## src/rtl/vga_timing_gen_if.sv

```systemverilog
// rtl/vga_timing_gen_if.sv - raster timing bundle from vga_timing_gen to the drawing pipeline
interface vga_timing_gen_if;
    logic [10:0] hcount;
    logic [10:0] vcount;
    logic        hsync;
    logic        vsync;
    logic        hblnk;
    logic        vblnk;
    logic        frame_start;
    logic [15:0] frame_cnt;

    modport master (
        output hcount, vcount, hsync, vsync, hblnk, vblnk, frame_start, frame_cnt
    );

    modport slave (
        input  hcount, vcount, hsync, vsync, hblnk, vblnk, frame_start, frame_cnt
    );
endinterface

```

## src/rtl/vga_timing_gen.sv

```systemverilog
// rtl/vga_timing_gen.sv - raster position counters, sync, blanking and frame strobe
module vga_timing_gen #(
    parameter int unsigned H_ACTIVE = 800,
    parameter int unsigned H_FP     = 40,
    parameter int unsigned H_SYNC   = 128,
    parameter int unsigned H_BP     = 88,
    parameter int unsigned V_ACTIVE = 600,
    parameter int unsigned V_FP     = 1,
    parameter int unsigned V_SYNC   = 4,
    parameter int unsigned V_BP     = 23,
    parameter bit          SYNC_POL = 1'b1
) (
    input  logic                pclk,
    input  logic                rst,
    input  logic                en,
    vga_timing_gen_if.master    vid
);

    localparam int unsigned H_TOTAL = H_ACTIVE + H_FP + H_SYNC + H_BP;
    localparam int unsigned V_TOTAL = V_ACTIVE + V_FP + V_SYNC + V_BP;

    localparam logic [10:0] H_LAST     = 11'(H_TOTAL - 1);
    localparam logic [10:0] V_LAST     = 11'(V_TOTAL - 1);
    localparam logic [10:0] H_VIS      = 11'(H_ACTIVE);
    localparam logic [10:0] V_VIS      = 11'(V_ACTIVE);
    localparam logic [10:0] HS_START   = 11'(H_ACTIVE + H_FP);
    localparam logic [10:0] HS_END     = 11'(H_ACTIVE + H_FP + H_SYNC);
    localparam logic [10:0] VS_START   = 11'(V_ACTIVE + V_FP);
    localparam logic [10:0] VS_END     = 11'(V_ACTIVE + V_FP + V_SYNC);

    logic [10:0] hcount_q;
    logic [10:0] vcount_q;
    logic        hsync_q;
    logic        vsync_q;
    logic        hblnk_q;
    logic        vblnk_q;
    logic        frame_start_q;
    logic [15:0] frame_cnt_q;

    logic        h_last;
    logic        v_last;
    logic        frame_wrap;
    logic [10:0] h_nxt;
    logic [10:0] v_nxt;
    logic        hs_act_nxt;
    logic        vs_act_nxt;

    // Flags are derived from the next counter values so they land on the same edge as the counters.
    always_comb begin
        h_last     = (hcount_q == H_LAST);
        v_last     = (vcount_q == V_LAST);
        frame_wrap = h_last && v_last;
        h_nxt      = h_last ? 11'd0 : hcount_q + 11'd1;
        if (h_last) begin
            v_nxt = v_last ? 11'd0 : vcount_q + 11'd1;
        end else begin
            v_nxt = vcount_q;
        end
        hs_act_nxt = (h_nxt >= HS_START) && (h_nxt < HS_END);
        vs_act_nxt = (v_nxt >= VS_START) && (v_nxt < VS_END);
    end

    always_ff @(posedge pclk) begin
        if (rst) begin
            hcount_q      <= '0;
            vcount_q      <= '0;
            hsync_q       <= ~SYNC_POL;
            vsync_q       <= ~SYNC_POL;
            hblnk_q       <= 1'b0;
            vblnk_q       <= 1'b0;
            frame_start_q <= 1'b0;
            frame_cnt_q   <= '0;
        end else if (en) begin
            hcount_q      <= h_nxt;
            vcount_q      <= v_nxt;
            hsync_q       <= hs_act_nxt ? SYNC_POL : ~SYNC_POL;
            vsync_q       <= vs_act_nxt ? SYNC_POL : ~SYNC_POL;
            hblnk_q       <= (h_nxt >= H_VIS);
            vblnk_q       <= (v_nxt >= V_VIS);
            frame_start_q <= frame_wrap;
            if (frame_wrap) begin
                frame_cnt_q <= frame_cnt_q + 16'd1;
            end
        end else begin
            // The strobe is never stretched across a stall.
            frame_start_q <= 1'b0;
        end
    end

    assign vid.hcount      = hcount_q;
    assign vid.vcount      = vcount_q;
    assign vid.hsync       = hsync_q;
    assign vid.vsync       = vsync_q;
    assign vid.hblnk       = hblnk_q;
    assign vid.vblnk       = vblnk_q;
    assign vid.frame_start = frame_start_q;
    assign vid.frame_cnt   = frame_cnt_q;

endmodule
```

## src/flat_wrapper.sv

```systemverilog
// flat-port wrapper written by rule: the top's interface ports become plain ports
module vga_timing_gen_flat 
#(
    parameter int unsigned H_ACTIVE = 800,
    parameter int unsigned H_FP     = 40,
    parameter int unsigned H_SYNC   = 128,
    parameter int unsigned H_BP     = 88,
    parameter int unsigned V_ACTIVE = 600,
    parameter int unsigned V_FP     = 1,
    parameter int unsigned V_SYNC   = 4,
    parameter int unsigned V_BP     = 23,
    parameter bit          SYNC_POL = 1'b1
)
  (pclk, rst, en, vid_hcount, vid_vcount, vid_hsync, vid_vsync, vid_hblnk, vid_vblnk, vid_frame_start, vid_frame_cnt);
  vga_timing_gen_if vid_i ();
  input  logic pclk;
  input  logic rst;
  input  logic en;
  output wire logic [$bits(vid_i.hcount)-1:0] vid_hcount;
  output wire logic [$bits(vid_i.vcount)-1:0] vid_vcount;
  output wire logic [$bits(vid_i.hsync)-1:0] vid_hsync;
  output wire logic [$bits(vid_i.vsync)-1:0] vid_vsync;
  output wire logic [$bits(vid_i.hblnk)-1:0] vid_hblnk;
  output wire logic [$bits(vid_i.vblnk)-1:0] vid_vblnk;
  output wire logic [$bits(vid_i.frame_start)-1:0] vid_frame_start;
  output wire logic [$bits(vid_i.frame_cnt)-1:0] vid_frame_cnt;
  assign vid_hcount = vid_i.hcount;
  assign vid_vcount = vid_i.vcount;
  assign vid_hsync = vid_i.hsync;
  assign vid_vsync = vid_i.vsync;
  assign vid_hblnk = vid_i.hblnk;
  assign vid_vblnk = vid_i.vblnk;
  assign vid_frame_start = vid_i.frame_start;
  assign vid_frame_cnt = vid_i.frame_cnt;
  vga_timing_gen #(.H_ACTIVE(H_ACTIVE), .H_FP(H_FP), .H_SYNC(H_SYNC), .H_BP(H_BP), .V_ACTIVE(V_ACTIVE), .V_FP(V_FP), .V_SYNC(V_SYNC), .V_BP(V_BP), .SYNC_POL(SYNC_POL)) u_core (.pclk(pclk), .rst(rst), .en(en), .vid(vid_i));
endmodule
```

## config.mk

```make
export PLATFORM = sky130hd
export DESIGN_NAME = vga_timing_gen_flat
export DESIGN_NICKNAME = d
export VERILOG_FILES = /design/src/rtl/vga_timing_gen_if.sv /design/src/rtl/vga_timing_gen.sv /design/src/flat_wrapper.sv
export SDC_FILE = /design/constraint.sdc
export NUM_CORES = 1
export LEC_CHECK = 0
export BUFFER_PORTS_ARGS = -buffer_cell sky130_fd_sc_hd__clkbuf_2
export CORE_ASPECT_RATIO = 0.9
export CORE_MARGIN = 2
export CORE_UTILIZATION = 55
export CTS_CLUSTER_DIAMETER = 200
export DETAILED_ROUTE_END_ITERATION = 10
export PLACE_DENSITY = 0.79
export SKIP_CTS_REPAIR_TIMING = 1
export SLEW_MARGIN = 0
export SYNTH_ARGS = -nofsm -noshare
export SYNTH_HDL_FRONTEND = slang
export SYNTH_SLANG_ARGS = --single-unit
```

## constraint.sdc

```tcl
create_clock -name pclk -period 3.2 [get_ports pclk]
set_clock_uncertainty 0.1 [all_clocks]
set_input_delay 0.96 -clock pclk [delete_from_list [all_inputs] [get_ports pclk]]
set_output_delay 0.96 -clock pclk [all_outputs]
set_load 0.01 [all_outputs]
```

==> results of run 1 <==
## sequential cells by signal, indices dropped and copies added, names as in the netlist
register,cells
u_core.vid.frame_cnt,16
u_core.vid.frame_start,1
u_core.vid.hblnk,1
u_core.vid.hcount,11
u_core.vid.hsync,1
u_core.vid.vblnk,1
u_core.vid.vcount,11
u_core.vid.vsync,1
## logic make-up after synthesis
group	after synthesis	synth area share (%)
DFF	43	35.37
buffers and inverters	30	5.655
muxes	5	2.159
AOI/OAI and AO/OA	67	16.86
and+or+nand+nor	139	30.49
xor gates and xnor gates	22	7.918
adders and majority gates	3	1.543
## power groups by stage
stage / Sequential, mW / Combinational (mW) / Clock (mW)
3_3_place_gp: 0.556 / 0.0387 / 0
2_1_floorplan: 0.557 / 0.0243 / 0
5_1_grt: 0.545 / 0.0439 / 0.530
4_1_cts: 0.544 / 0.0396 / 0.505
3_5_place_dp: 0.557 / 0.0393 / 0
6_report: 0.544 / 0.0395 / 0.499
## stage by stage
stage / instance area [µm²] / hold WS, ps / util (%)
6_report: 2823 / 405.5 / 67.91
5_1_grt: 2823 / 442.1 / 67.91
4_1_cts: 2823 / 402.8 / 67.91
3_5_place_dp: 2690 / 390.5 / 64.72
3_3_place_gp: 2690 / 382.2 / 64.72
2_1_floorplan: 2434 / 402.1 / -
## cell type report
class / instances / area (µm²) / share of cell area, %
repair buffers: 54 / 292.8 / 10.37
flip-flops and latches: 43 / 860.8 / 30.50
clock inverters: 2 / 60.06 / 2.128
clock buffers: 6 / 72.57 / 2.571
inverters: 7 / 26.28 / 0.9309
multi-input cells: 236 / 1435 / 50.84
well taps: 60 / 75.07 / 2.660
## Yosys cell counts (all sizes together) (2+ instances only)
master / count / area, µm²
dfxtp: 43 / 860.8
nor2: 39 / 146.4
a21oi: 24 / 120.1
nand2: 20 / 75.07
clkbuf: 18 / 67.56
o21ai: 18 / 90.09
nor3: 16 / 90.09
nand3: 14 / 70.07
xnor2: 12 / 105.1
nand4: 11 / 68.82
or3: 10 / 62.56
xor2: 10 / 87.58
inv: 6 / 22.52
buf: 5 / 43.79
nor4: 5 / 37.53
or4: 5 / 52.55
a211oi: 4 / 30.03
a31oi: 4 / 25.02
o211ai: 4 / 30.03
and3: 3 / 18.77
ha: 3 / 37.54
mux2i: 3 / 30.03
nand4b: 3 / 26.28
a311oi: 2 / 17.52
and2: 2 / 12.51
mux2: 2 / 22.52
nand2b: 2 / 12.51
nand3b: 2 / 15.01
nor3b: 2 / 15.01
nor4b: 2 / 17.52
o221ai: 2 / 17.52
o32ai: 2 / 17.52
## layout by cell type, fill, tap and decap left out, drive strengths merged, types with 4 or more instances in the layout
master	synthesis	routed
xor2	10	10
nand4	11	11
nor4	5	5
nand2	20	20
or3	10	10
dfxtp	43	43
xnor2	12	12
a31oi	4	4
nor3	16	16
o21ai	18	18
o211ai	4	4
a211oi	4	4
inv	6	6
nor2	39	39
a21oi	24	24
or4	5	5
nand3	14	14
buf	5	9
clkbuf	18	51
## worst max path at each step
stage                                     from                  endpoint  slack (ps)
after global placement                      en  u_core.vid.frame_cnt[11]         320
final                     u_core.vid.hcount[5]   u_core.vid.frame_cnt[7]         460
after CTS                 u_core.vid.hcount[5]  u_core.vid.frame_cnt[11]         460
after detailed placement                    en   u_core.vid.frame_cnt[7]         270
after global routing      u_core.vid.hcount[0]          u_core.vid.vsync         330
after floorplan                             en   u_core.vid.frame_cnt[7]         250
## worst max-delay path, stage by stage, from the launching register on
cell and delay, ps:
dfxtp_1 410, or4_4 610, or4_4 500, or4_4 590, or3_1 330, a21oi_1 150
## per-layer routing
metal  GRT usage [%]  vias up
li1                -     1201
met1           34.93     1093
met2           35.71       61
met3           4.085        7
met4           6.136        0
met5               0        -
==> out/metrics.cfg, run 1 <==
[clock_tree]
clock_path_buffers = 2
cts_max_level = 2
clock_latency_ps = 300
cts_sinks = 43
cts_buffers = 5
root_buffer = clkbuf_8
cts_tree = yes
path_clk_slew_ps = 90

[global_routing]
antenna_found_initial = 0
overflow = 0
track_usage_pct = 23.74
grt_pass1_wl_um = 9266
grt_pass1_vias = 1988
grt_max_degree = 26

[power]
power_leakage_nw = 0.9943
seqPwrFrac_pct = 50.2
p_comb_share_pct = 3.6
netSwitchingFraction_pct = 20.15
worst_ir_drop_vdd_v = 0.0002565
clockPowerShare_pct = 46.1
p_per_area_mw_per_mm2 = 383.7
intPower_mw = 0.8648
p_sw_mw = 0.2183
power.total_mw = 1.083

[detailed_routing]
drt_iter0_drc = 145
ant_nets = 0
via_count = 2362
drt-total-wl_um = 5648
met1_length_um = 2895
highest_layer = met4
met3_wirelength_um = 258
drt_first_pass_iters = 4
routed_wire_length_per_instance_um = 13.84
dr_wl_met2_um = 2437
avgViaCountPerCell = 5.789
drc = 0

[setup_path]
crit_fanout = 10
r2r_start = u_core.vid.hcount[5]
worstReg2RegEnd = u_core.vid.frame_cnt[7]
cp-end-kind = flip-flop
setup.worst_path.class = flip-flop to flip-flop
start_kind = flip-flop
arrival_ps = 2870
ff2ff_setup_slack_ps = 460
reg2reg_depth = 5
worstPathRequired_ps = 3340

[layout]
nFillCells = 348
fin_nets = 353
drive_gt1_share_pct = 20.40
antenna_cells = 0
stdcell_count = 408
syn_to_final_growth_pct = 15.99

[floorplan]
core.rowCount = 22
die_x_um = 74.12
boundaryPins = 46
fp.coreArea_mm2 = 0.004156
die_h_um = 67.11
start_util_pct = 58.55
die_area_mm2 = 0.004973

[yosys]
synthCells = 309
synth_edf_count = 0
ys.flop_type = dfxtp_1
synth.avg_cell_area_um2 = 7.876
yosys_warnings = 0
syn_area_mm2 = 0.002434
synthDistinctLibCells = 47
synth_nets = 315
ys_ff_latch = 43
ys_seq_area_share_pct = 35.37
synthArstFlopShare_pct = 0

[hold_path]
hp-class = flip-flop to flip-flop
holdPathEnd = u_core.vid.vsync
whs_path_depth = 2
min-delay-start = u_core.vid.vsync

[placed_design]
dp_cells = 400
dp_slack_ps = 274.5
dp_hpwl_um = 4039
port_buffers = 45
routabilityCongestion = 0.8709

[run]
maxCapViolCount = 0

[sta]
max_freq_mhz = 365.1
setup_tns_ps = 0
hold_viol = 0
layout_min_cycle_time_ps = 2739
slew_viol_final = 0
fin_crit_sh_pct = 85.59
setup_ws_ps = 461.1
setup-violations-final = 0
rsz0062_at_grt = no
tightest_slew_ps = 531.5
maxSlewHeadroom_pct = 64.29

[outcome]
outcome = finished clean

(Power assumes the default switching activity.)
==> run 2: changes to the inputs <==
- MAX_ROUTING_LAYER: not set -> met4
- TNS_END_PERCENT: not set -> 20
==> out/metrics.cfg, run 2 (synthesized netlist as in run 1, its figures left out) <==
[detailed_routing]
drt-total-wl_um = 5677  ; was 5648 µm
routed_wire_length_per_instance_um = 13.91  ; was 13.84 µm
ant_nets = 0  ; unchanged
drc = 0  ; unchanged
avgViaCountPerCell = 5.787  ; was 5.789
drt_iter0_drc = 166  ; was 145
drt_first_pass_iters = 4  ; unchanged
via_count = 2361  ; was 2362

[sta]
setup_tns_ps = 0  ; unchanged
rsz0062_at_grt = no  ; unchanged
hold_viol = 0  ; unchanged
slew_viol_final = 0  ; unchanged
tightest_slew_ps = 522.7  ; was 531.5 ps
setup-violations-final = 0  ; unchanged
max_freq_mhz = 364.6  ; was 365.1 MHz
fin_crit_sh_pct = 85.70  ; was 85.59%
maxSlewHeadroom_pct = 64.88  ; was 64.29%
layout_min_cycle_time_ps = 2742  ; was 2739 ps
fin_hold_ws_ps = 399.6  ; was 405.5 ps

[layout]
finish.instance_area_mm2 = 0.002823  ; unchanged
fin_nets = 353  ; unchanged
regArea_um2 = 860.8  ; unchanged
multiInputGateArea_mm2 = 0.001435  ; unchanged
syn_to_final_growth_pct = 15.99  ; unchanged
final_cell_mix = clkbuf_2, dfxtp_1, nor2_1  ; unchanged
stdcell_count = 408  ; unchanged
nFillCells = 348  ; unchanged
antenna_cells = 0  ; unchanged
drive_gt1_share_pct = 20.40  ; unchanged
largest_reg_flops = 16  ; unchanged
final_common_cell = clkbuf_2  ; unchanged

[placed_design]
routabilityCongestion = 0.8851  ; was 0.8709
port_buffers = 45  ; unchanged
post_dp_cell_area_mm2 = 0.002690  ; unchanged
dp_hpwl_um = 4039  ; unchanged
dp_cells = 400  ; unchanged

[clock_tree]
cts_sinks = 43  ; unchanged
clock_latency_ps = 300  ; about the same
clock_path_buffers = 2  ; unchanged
path_clk_slew_ps = 90  ; about the same
cts_max_level = 2  ; unchanged
cts_tree = yes  ; unchanged
root_buffer = clkbuf_8  ; unchanged
cts_buffers = 5  ; unchanged

[floorplan]
die_area_mm2 = 0.004973  ; unchanged
die_x_um = 74.12  ; unchanged
core.rowCount = 22  ; unchanged
boundaryPins = 46  ; unchanged
die_h_um = 67.11  ; unchanged
fp.coreArea_mm2 = 0.004156  ; unchanged
start_util_pct = 58.55  ; unchanged

[power]
power_leakage_nw = 0.9943  ; unchanged
worst_ir_drop_vdd_v = 0.0002569  ; was 0.0002565 V
p_per_area_mw_per_mm2 = 384.0  ; was 383.7 mW/mm²
power.total_mw = 1.084  ; was 1.083 mW

[setup_path]
critPathSlowestCell = or4_4  ; unchanged
crit_fanout = 10  ; unchanged
start_kind = flip-flop  ; unchanged
arrival_ps = 2880  ; was 2870 ps
worstPathRequired_ps = 3330  ; was 3340 ps
cp-end-kind = flip-flop  ; unchanged
cp_common_cell = or4_4  ; unchanged
cp_num_buf_inv = 0  ; unchanged
slowest_delay_ps = 610  ; about the same
setup.worst_path.class = flip-flop to flip-flop  ; unchanged
path_delay_family = simple AND/OR/NAND/NOR gates  ; unchanged
cp_cell_sequence = or4_4 > or4_4 > or4_4 > or3_1 > a21oi_1  ; unchanged

[global_routing]
grt_pass1_vias = 1989  ; was 1988
grt_pass1_wl_um = 9259  ; was 9266 µm
antenna_found_initial = 0  ; unchanged
track_usage_pct = 24.43  ; was 23.74%
grt_max_degree = 26  ; unchanged
overflow = 0  ; unchanged

[run]
maxCapViolCount = 0  ; unchanged

[outcome]
outcome = finished clean  ; unchanged

[hold_path]
hp-class = flip-flop to flip-flop  ; unchanged

==> run 2: worst paths after layout <==
check / slack [ps] / depth (start not counted) / to / start
worst max-delay path: 460 / 5 / u_core.vid.frame_cnt[7] / u_core.vid.hcount[5]
worst min-delay path: 400 / 2 / u_core.vid.vsync / u_core.vid.vsync
worst max register to register: 460 / 5 / u_core.vid.frame_cnt[7] / u_core.vid.hcount[5]
worst min register to register: 400 / 2 / u_core.vid.vsync / u_core.vid.vsync
==> run 2: layer usage <==
layer | track usage, % | vias up | share of wire (%)
met1 | 34.93 | 1094 | 51
met5 | - | - | 0
met3 | 4.085 | 7 | 4.8
met4 | 6.136 | 0 | 0.97
met2 | 35.71 | 60 | 43
li1 | - | 1200 | -
==> run 2: area by class of cell <==
cell class	instances	share of cell area [%]
clock inverter	2	2.128
inverter	7	0.9309
timing repair buffer	54	10.37
tap	60	2.660
sequential	43	30.50
clock buffer	6	2.571
multi-input combinational	236	50.84
==> run 2: per-stage QoR <==
stage                     setup slack (ps)  util, %
final                                457.5    67.91
after global routing                 330.6    67.91
after CTS                            458.0    67.91
after detailed placement             274.5    64.72
after global placement               321.6    64.72
after floorplan                      249.3        -
==> run 2: power breakdown <==
group / total (mW) / switching [mW] / internal [mW]
clock network: 0.500 / 0.188 / 0.312
registers: 0.544 / 0.00538 / 0.539
logic: 0.0398 / 0.0258 / 0.0140
total: 1.08 / 0.219 / 0.865
==> run 2: tightest hold or removal path, cell delays in order (launching register included) <==
cell	delay, ps
dfxtp_1	320
nand2_1	70
o32ai_1	70
